## src/rtl/demux_de_control_pkg.sv

```systemverilog
// Shared K-character map and FSM state for the control-symbol mux/demux pair.
package demux_de_control_pkg;

  localparam logic [7:0] K_COM = 8'hBC;
  localparam logic [7:0] K_PAD = 8'hF7;
  localparam logic [7:0] K_SKP = 8'h1C;
  localparam logic [7:0] K_STP = 8'hFB;
  localparam logic [7:0] K_SDP = 8'h5C;
  localparam logic [7:0] K_END = 8'hFD;
  localparam logic [7:0] K_EDB = 8'hFE;
  localparam logic [7:0] K_FTS = 8'h3C;
  localparam logic [7:0] K_IDL = 8'h7C;
  localparam logic [7:0] K_RSV = 8'hFF;

  localparam logic [3:0] C_COM = 4'd0;
  localparam logic [3:0] C_PAD = 4'd1;
  localparam logic [3:0] C_SKP = 4'd2;
  localparam logic [3:0] C_STP = 4'd3;
  localparam logic [3:0] C_SDP = 4'd4;
  localparam logic [3:0] C_END = 4'd5;
  localparam logic [3:0] C_EDB = 4'd6;
  localparam logic [3:0] C_FTS = 4'd7;
  localparam logic [3:0] C_IDL = 4'd8;
  localparam logic [3:0] C_RSV = 4'd9;
  localparam logic [3:0] C_UNK = 4'hF;

  typedef enum logic [1:0] {
    ST_UNALIGNED,
    ST_IDLE,
    ST_TLP,
    ST_DLLP
  } state_t;

endpackage

```

## src/rtl/demux_de_control_decodificador_k.sv

```systemverilog
// Combinational K-byte to control-code decoder; known=0 flags a byte outside the map.
module decodificador_k
  import demux_de_control_pkg::*;
(
  input  logic [7:0] sym,
  output logic [3:0] code,
  output logic       known
);

  always_comb begin
    known = 1'b1;
    code  = C_UNK;
    case (sym)
      K_COM:   code = C_COM;
      K_PAD:   code = C_PAD;
      K_SKP:   code = C_SKP;
      K_STP:   code = C_STP;
      K_SDP:   code = C_SDP;
      K_END:   code = C_END;
      K_EDB:   code = C_EDB;
      K_FTS:   code = C_FTS;
      K_IDL:   code = C_IDL;
      K_RSV:   code = C_RSV;
      default: known = 1'b0;
    endcase
  end

endmodule

```

## src/rtl/demux_de_control.sv

```systemverilog
// Receive-side control demux: K decode, COM alignment, and STP/SDP..END/EDB packet framing.
module demux_de_control
  import demux_de_control_pkg::*;
#(
  parameter int ALIGN_COMS = 2,
  parameter int MAX_LEN    = 64,
  parameter int DLLP_LEN   = 6,
  parameter int ERR_LIMIT  = 4
) (
  input  logic       clk,
  input  logic       reset,
  input  logic       valid,
  input  logic [7:0] in,
  input  logic       is_k,
  output logic [3:0] control,
  output logic       control_valid,
  output logic [7:0] data_out,
  output logic       data_valid,
  output logic       sop,
  output logic       eop,
  output logic       pkt_good,
  output logic       pkt_type,
  output logic       aligned,
  output logic       error
);

  localparam logic [3:0]  ALIGN_N = 4'(ALIGN_COMS);
  localparam logic [3:0]  ERR_N   = 4'(ERR_LIMIT);
  localparam logic [11:0] LEN_MAX = 12'(MAX_LEN);
  localparam logic [11:0] DLLP_N  = 12'(DLLP_LEN);

  state_t      state;
  logic [3:0]  com_cnt;
  logic [3:0]  err_cnt;
  logic [11:0] len;
  logic [3:0]  code;
  logic        known;
  logic        good_end;
  logic        err_now;
  logic        lose;

  decodificador_k u_dec (.sym(in), .code(code), .known(known));

  always_comb begin
    good_end = (len != 12'd0) && !(state == ST_DLLP && len != DLLP_N);
    err_now  = 1'b0;
    if (valid) begin
      case (state)
        ST_IDLE:         err_now = !is_k || !known || code == C_END || code == C_EDB;
        ST_TLP, ST_DLLP: err_now = is_k ? !(code inside {C_SKP, C_END, C_EDB}) : (len == LEN_MAX);
        default:         err_now = 1'b0;
      endcase
    end
    // an abort already closes any open packet, so losing alignment needs no extra EOP
    lose = err_now && (err_cnt + 4'd1 == ERR_N);
  end

  always_ff @(posedge clk) begin
    if (reset) begin
      state         <= ST_UNALIGNED;
      com_cnt       <= '0;
      err_cnt       <= '0;
      len           <= '0;
      control       <= '0;
      control_valid <= 1'b0;
      data_out      <= '0;
      data_valid    <= 1'b0;
      sop           <= 1'b0;
      eop           <= 1'b0;
      pkt_good      <= 1'b0;
      pkt_type      <= 1'b0;
      aligned       <= 1'b0;
      error         <= 1'b0;
    end else begin
      control_valid <= 1'b0;
      data_valid    <= 1'b0;
      sop           <= 1'b0;
      eop           <= 1'b0;
      pkt_good      <= 1'b0;
      error         <= 1'b0;
      if (valid) begin
        if (is_k) begin
          control       <= code;
          control_valid <= 1'b1;
        end
        error <= err_now;
        if (err_now)
          err_cnt <= lose ? 4'd0 : err_cnt + 4'd1;
        case (state)
          ST_UNALIGNED: begin
            if (is_k && code == C_COM) begin
              if (com_cnt + 4'd1 == ALIGN_N) begin
                state   <= ST_IDLE;
                aligned <= 1'b1;
                com_cnt <= '0;
              end else begin
                com_cnt <= com_cnt + 4'd1;
              end
            end else begin
              com_cnt <= '0;
            end
          end
          ST_IDLE: begin
            if (is_k && (code == C_STP || code == C_SDP)) begin
              state    <= (code == C_STP) ? ST_TLP : ST_DLLP;
              sop      <= 1'b1;
              pkt_type <= (code == C_SDP);
              len      <= '0;
            end
          end
          default: begin
            if (!is_k) begin
              if (len == LEN_MAX) begin
                eop   <= 1'b1;
                state <= ST_IDLE;
              end else begin
                data_out   <= in;
                data_valid <= 1'b1;
                len        <= len + 12'd1;
              end
            end else if (code != C_SKP) begin
              eop   <= 1'b1;
              state <= ST_IDLE;
              if (code == C_END) begin
                pkt_good <= good_end;
                if (good_end) err_cnt <= '0;
              end
            end
          end
        endcase
        if (lose) begin
          state   <= ST_UNALIGNED;
          aligned <= 1'b0;
          com_cnt <= '0;
        end
      end
    end
  end

endmodule
```

## config.mk

```make
export PLATFORM = sky130hd
export DESIGN_NAME = demux_de_control
export DESIGN_NICKNAME = d
export VERILOG_FILES = /design/src/rtl/demux_de_control_pkg.sv /design/src/rtl/demux_de_control_decodificador_k.sv /design/src/rtl/demux_de_control.sv
export SDC_FILE = /design/constraint.sdc
export NUM_CORES = 1
export LEC_CHECK = 0
export ABC_AREA = 1
export CAP_MARGIN = 40
export CORE_UTILIZATION = 45
export CTS_CLUSTER_DIAMETER = 150
export DETAILED_ROUTE_END_ITERATION = 10
export PLACE_DENSITY = 0.79
export REMOVE_ABC_BUFFERS = 1
export SYNTH_ARGS = -nofsm -noshare
export SYNTH_HDL_FRONTEND = slang
export SYNTH_SLANG_ARGS = --single-unit
```

## constraint.sdc

```tcl
create_clock -name clk -period 3.1 [get_ports clk]
set_clock_uncertainty 0.1 [all_clocks]
set_input_delay 0.93 -clock clk [delete_from_list [all_inputs] [get_ports clk]]
set_output_delay 0.93 -clock clk [all_outputs]
set_load 0.03 [all_outputs]
```

Word level (Yosys, flattened, before mapping)
Index checks and enable logic that the tools add are counted.
- output and inout bits: 20
- flip-flop bits (word level): 42
- input bits: 12
- logic and storage cells: 130
- reductions and logical operators: 36
- eq/ne operators: 30
- mux-type cells: 39
- add/sub/neg operators: 3
- bitwise logic cells: 8
- operators by type and width (kind ; number):
    equality test 8 bit, second input constant ; 6
    2-to-1 mux 4 bit ; 11
    case mux 4 bit (10 select lines) ; 1
    2-to-1 mux 12 bit ; 3
    case mux 12 bit (2 select lines) ; 1
    equality test 4 x 3 -> 1 bit, second input constant ; 4
    equality test 8 x 7 -> 1 bit, second input constant ; 2
    2-to-1 mux 1 bit ; 14
    2-to-1 mux 2 bit ; 7
    adder 12 x 1 -> 12 bit, second input constant ; 1
    equality test 12 x 7 -> 1 bit, second input constant ; 1
    equality test 4 x 2 -> 1 bit, second input constant ; 3
    != test 12 x 3 -> 1 bit, second input constant ; 1
    nonzero test 12 bit ; 1
    OR reduction 10 bit ; 1
    != test 3 bit, second input constant ; 3
    adder 4 x 1 -> 4 bit, second input constant ; 2
    equality test 8 x 5 -> 1 bit, second input constant ; 1
    equality test 8 x 6 -> 1 bit, second input constant ; 1
    NOT 1 bit ; 8
    AND reduction 4 bit ; 2
    OR reduction 7 bit ; 1
    AND reduction 6 bit ; 1
    nonzero test 2 bit ; 3
    22 further kinds ; 37

Logic depth before layout (Yosys ltp)
- depth after elaboration: 17
- mapped depth: 16
- gate-level depth less buffers: 16

By module
From an unflattened synthesis, not the netlist that was laid out.
- cells, all modules: 354
- area total of the unflattened synthesis: 2441.1 µm²
- modules (own cells, without submodules) (module ; seq. area each (µm²) ; cells an instance ; area each (µm²) ; times used):
    demux_de_control ; 840.8 ; 296 ; 2174.6 ; 1
    decodificador_k ; 0.0 ; 58 ; 266.5 ; 1

Worst setup path before layout
OpenSTA, ideal clock, no wires.
- path type: in2reg
- start point: input in[1]
- end point: register state[0]
- stages on the path: 16
- path buffers: 0
- setup slack: 0.781 ns
- setup time: 0.110 ns
- required time: 2.890 ns
- arrival time: 2.109 ns
- cells stage by stage: inv_1 > nand2_2 > nor2_4 > nand2_1 > nand3_1 > nor2_2 > nand2_2 > nand4_1 > nand2_2 > nand2_4 > nand2_8 > nand3_2 > nand3_2 > nand2_1 > inv_1 > nor2_2
- word-level cells in the longest chain between the ends: 12
- elaborated cells between the ends (all ways): 43
- those cells by class: eq/ne: 20; mux: 9; reduce/logical: 14
- ends and longest elaborated chain (what ; RTL line ; text):
    start, declared ; demux_de_control.sv:13 ; input logic [7:0] in,
    branches (longest 12 deep; another with case mux 4 bit (10 select lines)) ; n/a ;
    end signal, assigned ; demux_de_control.sv:105 ; state <= (code == C_STP) ? ST_TLP : ST_DLLP;
    end, declared ; demux_de_control.sv:32 ; state_t state;
Several ways; the timed one is not identified. The select of a mux whose other input is x is not followed.
A chain may end at the register's enable or synchronous reset.

Worst setup path in the final report
- start point: input in[2]
- end point: register state[0]
The elaborated chain is that of the path after synthesis.

==> impl_metrics.json <==
{
  "period_share": 0.890,
  "cts_root_buf": "clkbuf_8",
  "vias": 2171,
  "critPathKind": "primary input to flop",
  "clk-insertion-delay-late_ns": 0.29,
  "hp-class": "flop to flop",
  "layout_commonest_cell": "nand2_1",
  "cts_buffers": 5,
  "vias_per_cell": 4.93,
  "tritoncts": "done",
  "synth_mux_area_frac": 0,
  "yosys.area.top_type": "dfxtp_1",
  "cts_resized": 0,
  "grtUsageTotal": 0.209,
  "layout_common_cells": "nand2_1, inv_1, dfxtp_1",
  "synth_edf_count": 0,
  "antenna_found_initial": 0,
  "cts_setup_buffers": 0,
  "cp_top_family": "simple AND/OR/NAND/NOR gates",
  "slew_viol_final": 0,
  "maxCapViolations": 0,
  "die_area_um2": 5440,
  "cpMostUsedCell": "nand2_2",
  "synthXorXnorAreaFrac": 0.0113,
  "n_fill_cell": 446,
  "crit_arrival_ns": 2.86,
  "nNetsFinal": 391,
  "grt_pass1_wl_um": 8780,
  "placed_cells": 433,
  "drive_gt1_frac": 0.131,
  "crit_chain": "clkdlybuf4s50_1 -> nand2_2 -> nor2_4 -> nand2_1 -> nand3_1 -> nor2_2 -> nand2_2 -> nand4_1 -> nand2_2 -> nand2_4 -> nand2_8 -> nand3_2 -> nand3_2 -> nand2_1 -> inv_1 -> nor2_2",
  "grt_max_degree": 16,
  "synth-compound-area-share": 0.142,
  "worst_slew_pin_slew_ns": 0.495,
  "avgSynthCellArea_um2": 6.96,
  "ant_nets": 0,
  "grt_pass1_vias": 2109,
  "cp_max_fo": 8,
  "synth_top_family_by_area": "simple AND/OR/NAND/NOR gates",
  "dr.first_iter.drc_count": 80,
  "crit_slowest_cell": "clkdlybuf4s50_1",
  "die_h_um": 73.8,
  "period_needed_ns": 2.76,
  "wl_per_cell_um": 11.2,
  "synth_cell_types": 33,
  "synth.area.top_cells": "dfxtp_1, nand2_1, inv_1",
  "io_buffers": 31,
  "vdd_drop_max_uv": 305,
  "synthDominantCellAreaShare": 0.363,
  "ys.flop_type": "dfxtp_1",
  "slew_headroom": 0.668,
  "synth_fa_ha_area_frac": 0.0324,
  "syn_inst": 333,
  "ys_async_sr_fraction": 0,
  "cpPeakStageDelay_ns": 0.54,
  "cp.required_ns": 3.20,
  "rsz0062_at_grt": "false",
  "die_w_um": 73.8,
  "fmax_mhz": 362,
  "grt_overflow": 0,
  "power_leakage_nw": 1.20,
  "pin_count": 32,
  "clk_pin_slew_ns": 0.08,
  "path_buf_inv": 2,
  "run_status": "finished, final reports clean",
  "end_kind": "flop",
  "synth_simple_gate_area_share": 0.360,
  "ys.warnings.count": 0,
  "synth_area_um2": 2320,
  "routed_wl_um": 4920,
  "coreArea_um2": 4850,
  "ys_seq_elements": 42,
  "ys_seq_area_frac": 0.363,
  "n_antenna_cell": 0,
  "rows": 25,
  "areaGrowthSynthToFinish_pct": 23.1,
  "power_density_nw_per_um2": 407,
  "setup_viol": 0,
  "dr.pass1.iters": 4,
  "crit_path_start_kind": "primary input",
  "start_util": 0.478,
  "route.detailed.drc": 0,
  "hold_viol": 0,
  "setup_tns_ns": 0,
  "hpwl_um": 3810,
  "gp_congestion": 0.845,
  "cts_hold_buf": 0,
  "cts.path.max_buffers": 2,
  "h-tree-depth": 2,
  "fin_cells": 440,
  "clock-sinks": 42
}
## registers in the layout, indices dropped and copies added (netlist names)
register and cells:
control_valid 1, pkt_type 1, error 1, sop 1
state 2, control 4, pkt_good 1, err_cnt 4
eop 1, com_cnt 4, data_valid 1, data_out 8
aligned 1, len 12
## synthesized netlist by cell type, types with 6 or more instances
master,number
nand4_1,6
ha_1,6
inv_1,46
dfxtp_1,42
nand2_2,12
nand2_1,68
a21oi_1,28
o21ai_0,15
o21ai_1,6
nand3_1,19
nor3_1,7
nor2_1,36
## cell type report
type                       instances  area [µm²]  share of cell area
inverter                          52         195              0.0684
tap                               67        83.8              0.0294
multi-input combinational        235        1270               0.444
clock buffer                       6        82.6              0.0289
timing repair buffer              37         355               0.125
sequential                        42         841               0.295
clock inverter                     1        30.0              0.0105
## worst paths after layout
check,endpoint,slack [ns],depth (start not counted),from
setup reg to reg,len[9]$_SDFFE_PP0P_,0.95,14,len[0]$_SDFFE_PP0P_
setup / recovery,state[0]$_SDFFE_PP0P_,0.34,16,in[2]
hold / removal,pkt_type$_SDFFE_PP0P_,0.35,2,pkt_type$_SDFFE_PP0P_
hold reg to reg,pkt_type$_SDFFE_PP0P_,0.35,2,pkt_type$_SDFFE_PP0P_
## stage by stage
stage	util	cell area (µm²)	power [mW]	hold slack (ns)	setup WS, ns
2_1_floorplan	-	2300	0.675	0.351	0.568
5_1_grt	0.589	2850	1.22	0.377	0.131
3_5_place_dp	0.565	2740	0.736	0.342	0.0477
6_report	0.589	2850	1.16	0.354	0.341
3_3_place_gp	0.565	2740	0.732	0.334	0.100
4_1_cts	0.589	2850	1.18	0.356	0.345
## report_power, final
group          total (mW)  internal [mW]  switching (mW)  leakage, nW
clock network       0.437          0.258           0.179       0.0573
registers           0.568          0.555          0.0132        0.340
logic               0.156         0.0604          0.0961        0.806
## routing by layer
layer / GRT usage / part of all wire / wire, µm
met5: 0 / 0 / 0
met4: 0.100 / 0.028 / 136
met3: 0.0425 / 0.027 / 131
met2: 0.377 / 0.48 / 2360
met1: 0.232 / 0.46 / 2280
## cell families after synthesis
group                      after synthesis
adders and majority gates                6
buffers and inverters                   56
xor gates and xnor gates                 3
and+or+nand+nor                        166
AOI/OAI and AO/OA                       60
DFF                                     42
## tightest hold or removal path, cell delays in order (launching register included)
cell     delay [ns]
dfxtp_1        0.31
inv_1          0.05
a21oi_1        0.05
Power figures use the tool's default switching activity.
